==> src/rtl/divisor_secuencial.sv <==
// Multi-cycle restoring divider (WIDTH bits) with start/ready/done handshake and divide-by-zero flag.
// Define DIV_SIGNED_EN to add the sgn port for two's-complement division.
//
// state | meaning
// IDLE  | ready, waiting for start
// CALC  | one restoring step per cycle, WIDTH steps
// DONE  | one-cycle done pulse, results valid
module divisor_secuencial #(
  parameter int WIDTH = 8
) (
  input  logic             clk,
  input  logic             rst,
  input  logic             start,
  input  logic [WIDTH-1:0] a,
  input  logic [WIDTH-1:0] b,
  output logic             ready,
  output logic             busy,
  output logic             done,
  output logic [WIDTH-1:0] q,
  output logic [WIDTH-1:0] r,
  output logic             div0
`ifdef DIV_SIGNED_EN
  ,
  input  logic             sgn
`endif
);

  localparam int CW = $clog2(WIDTH);

  typedef enum logic [1:0] {
    IDLE = 2'd0,
    CALC = 2'd1,
    DONE = 2'd2
  } state_t;

  state_t state_q, state_d;

  logic [CW-1:0]    cnt_q;
  logic [WIDTH-1:0] rem_q, quo_q, b_q;
  logic             neg_q_q, neg_r_q;

  logic             a_neg, b_neg;
  logic [WIDTH-1:0] a_mag, b_mag;
  logic [WIDTH:0]   rem_sh;
  logic [WIDTH+1:0] trial;
  logic             step_ok, last_step, trial_unused;
  logic [WIDTH-1:0] rem_nx, quo_nx, q_fix, r_fix;

`ifdef DIV_SIGNED_EN
  assign a_neg = sgn & a[WIDTH-1];
  assign b_neg = sgn & b[WIDTH-1];
`else
  assign a_neg = 1'b0;
  assign b_neg = 1'b0;
`endif

  // Magnitudes are divided; signs are re-applied when results are registered
  assign a_mag = a_neg ? (~a + 1'b1) : a;
  assign b_mag = b_neg ? (~b + 1'b1) : b;

  assign rem_sh       = {rem_q, quo_q[WIDTH-1]};
  assign trial        = {1'b0, rem_sh} - {2'b00, b_q};
  assign step_ok      = ~trial[WIDTH+1];
  assign trial_unused = trial[WIDTH];
  assign rem_nx       = step_ok ? trial[WIDTH-1:0] : rem_sh[WIDTH-1:0];
  assign quo_nx       = {quo_q[WIDTH-2:0], step_ok};
  assign last_step    = (cnt_q == CW'(WIDTH - 1));

  assign q_fix = neg_q_q ? (~quo_nx + 1'b1) : quo_nx;
  assign r_fix = neg_r_q ? (~rem_nx + 1'b1) : rem_nx;

  always_ff @(posedge clk or negedge rst) begin
    if (!rst) state_q <= IDLE;
    else      state_q <= state_d;
  end

  always_comb begin
    state_d = state_q;
    ready   = 1'b0;
    busy    = 1'b0;
    done    = 1'b0;
    case (state_q)
      IDLE: begin
        ready = 1'b1;
        if (start) state_d = (b == '0) ? DONE : CALC;
      end
      CALC: begin
        busy = 1'b1;
        if (last_step) state_d = DONE;
      end
      DONE: begin
        done    = 1'b1;
        state_d = IDLE;
      end
      default: state_d = IDLE;
    endcase
  end

  always_ff @(posedge clk or negedge rst) begin
    if (!rst) begin
      cnt_q   <= '0;
      rem_q   <= '0;
      quo_q   <= '0;
      b_q     <= '0;
      neg_q_q <= 1'b0;
      neg_r_q <= 1'b0;
      q       <= '0;
      r       <= '0;
      div0    <= 1'b0;
    end else begin
      case (state_q)
        IDLE: begin
          if (start) begin
            cnt_q   <= '0;
            rem_q   <= '0;
            quo_q   <= a_mag;
            b_q     <= b_mag;
            neg_q_q <= a_neg ^ b_neg;
            neg_r_q <= a_neg;
            // Zero divisor skips CALC, so its results are registered here
            if (b == '0) begin
              q    <= '1;
              r    <= a;
              div0 <= 1'b1;
            end
          end
        end
        CALC: begin
          rem_q <= rem_nx;
          quo_q <= quo_nx;
          cnt_q <= cnt_q + CW'(1);
          if (last_step) begin
            q    <= q_fix;
            r    <= r_fix;
            div0 <= 1'b0;
          end
        end
        default: ;
      endcase
    end
  end

endmodule

==> config.mk <==
export PLATFORM = sky130hd
export DESIGN_NAME = divisor_secuencial
export DESIGN_NICKNAME = d
export VERILOG_FILES = /design/src/rtl/divisor_secuencial.sv
export SDC_FILE = /design/constraint.sdc
export NUM_CORES = 1
export LEC_CHECK = 0
export ABC_CLOCK_PERIOD_IN_PS = 3500
export CAP_MARGIN = 20
export CORE_AREA = 8 8 75 77
export CTS_CLUSTER_SIZE = 10
export DETAILED_ROUTE_END_ITERATION = 10
export DIE_AREA = 0 0 83 85
export GPL_TIMING_DRIVEN = 0
export PLACE_DENSITY = 0.82
export SKIP_CTS_REPAIR_TIMING = 1
export SLEW_MARGIN = 0
export SYNTH_ARGS = -nofsm -noshare
export SYNTH_HDL_FRONTEND = slang
export SYNTH_SLANG_ARGS = --single-unit
==> constraint.sdc <==
create_clock -name clk -period 3.5 [get_ports clk]
set_input_delay 0.7 -clock clk [delete_from_list [all_inputs] [get_ports clk]]
set_output_delay 0.7 -clock clk [all_outputs]
set_load 0.05 [all_outputs]
==> key figures <==
Setup path
  – CP Launch Type: register
  – Worst reg2reg path startpoint: b_q[1]$_DFFE_PN0P_
  – Reg2reg setup slack: 1110 ps
  – CP Launch Point: state_q[0]$_DFFE_PN0P_
  – CP peak stage delay: around 500 ps
  – CP Capture Type: output port
  – Worst EP arrival: 2400 ps
  – CP Max Fanout: 10
  – Most used cell, CP: clkbuf_1
  – Slowest cell on the critical path: dlymetal6s2s_1
  – Critical path class: reg -> out
  – Worst-path cell chain: buf_2 > nand2_1 > clkinv_1 > clkbuf_1 > clkbuf_1 > dlymetal6s2s_1
  – WP data required: between 2000 and 3000 ps

Floorplanning
  – Ports: 39
  – Std-Cell Rows: 25
  – Chip height: about 85 um
  – Initial Util: 0.554
  – Die Area: between 0.007 and 0.008 mm^2
  – Core ar.: around 0.0045 mm^2
  – Die W: 83 um

Drt
  – DRC viols: 0
  – Via density: 6.02
  – Post-route antenna net violation count: 0
  – DR WL/cell: about 17 um
  – DR pass1 iterations: 4
  – First DRT Iteration DRCs: between 150 and 200
  – Vias post-DR: 2221
  – Total wire length: 6160 um

Synthesis
  – Synth area leaders: dfrtp_1, nand2_1, ha_1, o21ai_0, nor2_1
  – Synth warn: 0
  – Synth top area share: 0.458
  – Sequential fraction of the synthesis area: 0.458
  – Async set-reset flop share out of synthesis: 1.00
  – Synthesized cell area: ~0.0025 mm^2
  – Syn Inst Count: approximately 270
  – #FFs+latches synth: 46
  – Most frequent cell after synthesis: dfrtp_1
  – Synth top cells by count: dfrtp_1, nand2_1, nor2_1
  – Avg Inst Size Synth: approximately 9.4 um^2
  – Yosys cell types: 49
  – Area leader, netlist: dfrtp_1
  – Top_reg_cell synth: dfrtp_1
  – Syn nets: about 300
  – EDFF count, synth: 0

STA
  – FMAX: between 300 and 400 MHz
  – Setup violators final: 0
  – Final setup skew: roughly 13 ps
  – Tcrit/Tclk final: 0.886
  – Slew Limit Fails: 0
  – Final hold viol count: 0
  – Minimum clock period: slightly above 3000 ps
  – RSZ-0062 raised after global routing: false
  – Max_slew headroom: 0.552
  – Measured slew at the worst slew-check pin: about 670 ps

Global route
  – Total GRT Usage: 0.176
  – Initial antenna violation count: 0
  – Largest net degree at the start of global routing: 31
  – Vias in the first global route: approximately 2200
  – First-pass GRT wire length: a little over 10000 um
  – Total gr overflow: 0

Power
  – Gate power share: 0.630
  – Psw: ~1.7 mW
  – Lkg Pwr: ~1.3 nW
  – Sw Ratio: 0.493
  – VDD IR max: between 0.6 and 0.7 mV
  – Cell Int Power: roughly 1.7 mW
  – Sequential group share of total power: 0.274
  – Pwr dens: about 1100 mW/mm^2
  – Clock power share: 0.097

Clock tree
  – CTS tree: yes
  – CTS Buf Count: 5
  – CTS sink cnt: 46
  – Clock Path Buffers: 2
  – Clock Pin Slew Worst Setup and Hold Paths: around 80 ps
  – Skew-Pair Late Insertion Delay: ~300 ps
  – Root Driver: clkbuf_8
  – Max H-tree Level: 2

Placement
  – Gpl congestion: between 0.9 and 1
  – IO Port Bufs: 38
  – Placed inst area: approximately 0.003 mm^2
  – Placed cells: roughly 360
  – Hpwl dp: 4800 um

Final layout
  – Layout cells sized above 1: 0.0762
  – Fillers: ~380
  – Fin nets: ~340
  – Finished Layout Cells: ~370
  – Design area: roughly 0.003 mm^2
  – Ant. Diodes: 0
  – Synth-to-layout area growth: 22.2%

Run status
  – Status: complete, no violations

Flow run
  – Max-capacitance violation count: 0

Worst hold path
  – Hold Crit Class: in -> async
cells in the final DEF (no fill, tap or decap), types with 7 or more instances in the layout:
| cell type | instances |
|---|---|
| o21ai_0 | 18 |
| clkdlybuf4s50_1 | 36 |
| nor2_1 | 21 |
| a211oi_1 | 8 |
| o22a_1 | 7 |
| ha_1 | 10 |
| a31oi_1 | 7 |
| inv_1 | 12 |
| a21oi_1 | 8 |
| o21ai_1 | 8 |
| nand2_1 | 37 |
| clkbuf_1 | 9 |
| or3_1 | 7 |
| dfrtp_1 | 46 |
cell families (layout without fill, tap and decap cells):
logic type,Yosys count,in the layout,synth area share
mux,8,8,0.0339
compound gates,81,81,0.222
xor+xnor,1,1,0.00349
flops,46,46,0.458
buf+inv,29,76,0.0503
simple gates,92,92,0.174
fa+ha+maj,11,11,0.0578
path summary, 6_finish.rpt:
kind                                        end  cells after the start
max                                        busy                      6
min                        cnt_q[2]$_DFFE_PN0P_                      1
max reg2reg                    r[6]$_DFFE_PN0P_                      8
min reg2reg                    q[1]$_DFFE_PN0P_                      1
max in group asynchronous  rem_q[3]$_DFFE_PN0P_                      2
min in group clk               q[1]$_DFFE_PN0P_                      1
registers in the layout, summed over array words and instances (netlist names):
signal,flops
b_q,8
cnt_q,3
div0,1
q,8
quo_q,8
r,8
rem_q,8
state_q,2
per-layer routing:
| layer | track usage | part of all wire | up-vias |
|---|---|---|---|
| met5 | 0 | 0 | - |
| met3 | 0.0431 | 0.055 | 9 |
| met4 | 0.0447 | 0.0099 | 0 |
| met2 | 0.290 | 0.49 | 78 |
| met1 | 0.224 | 0.45 | 1068 |
| li1 | - | - | 1066 |
critical path: cells and delay by family, from the launching register on:
kind                   cells  cell delay (ps)
buffers and inverters      5             1650
AND/OR/NAND/NOR            1              120
flip-flops                 1              330
power by group through the flow:
stage	registers, mW	clock network (mW)	logic, mW
2_1_floorplan	1.22	0	1.29
3_3_place_gp	0.942	0	2.11
3_5_place_dp	0.952	0	2.16
4_1_cts	0.943	0.337	2.18
5_1_grt	0.975	0.360	2.40
6_report	0.945	0.333	2.17
layout make-up:
type	instances	area, um^2	area share
tap	54	67.6	0.0220
inverter	14	52.6	0.0171
clock buffer	7	86.3	0.0281
timing repair buffer	39	398	0.130
clock inverter	1	5.00	0.00163
sequential	46	1150	0.375
multi-input combinational	193	1230	0.402
buffer	15	73.8	0.0241
through the flow:
| stage | hold WS, ps | TNS, ps | setup slack (ps) | total power [mW] | util |
|---|---|---|---|---|---|
| floorplan | 404 | 0 | 1200 | 2.50 | - |
| global placement | 469 | 0 | 414 | 3.05 | 0.653 |
| detailed placement | 481 | 0 | 334 | 3.11 | 0.656 |
| CTS | 315 | -23.9 | -23.9 | 3.46 | 0.676 |
| global route | 328 | 0 | 237 | 3.73 | 0.677 |
| finish | 308 | 0 | 398 | 3.45 | 0.677 |
(Power assumes the default switching activity.)
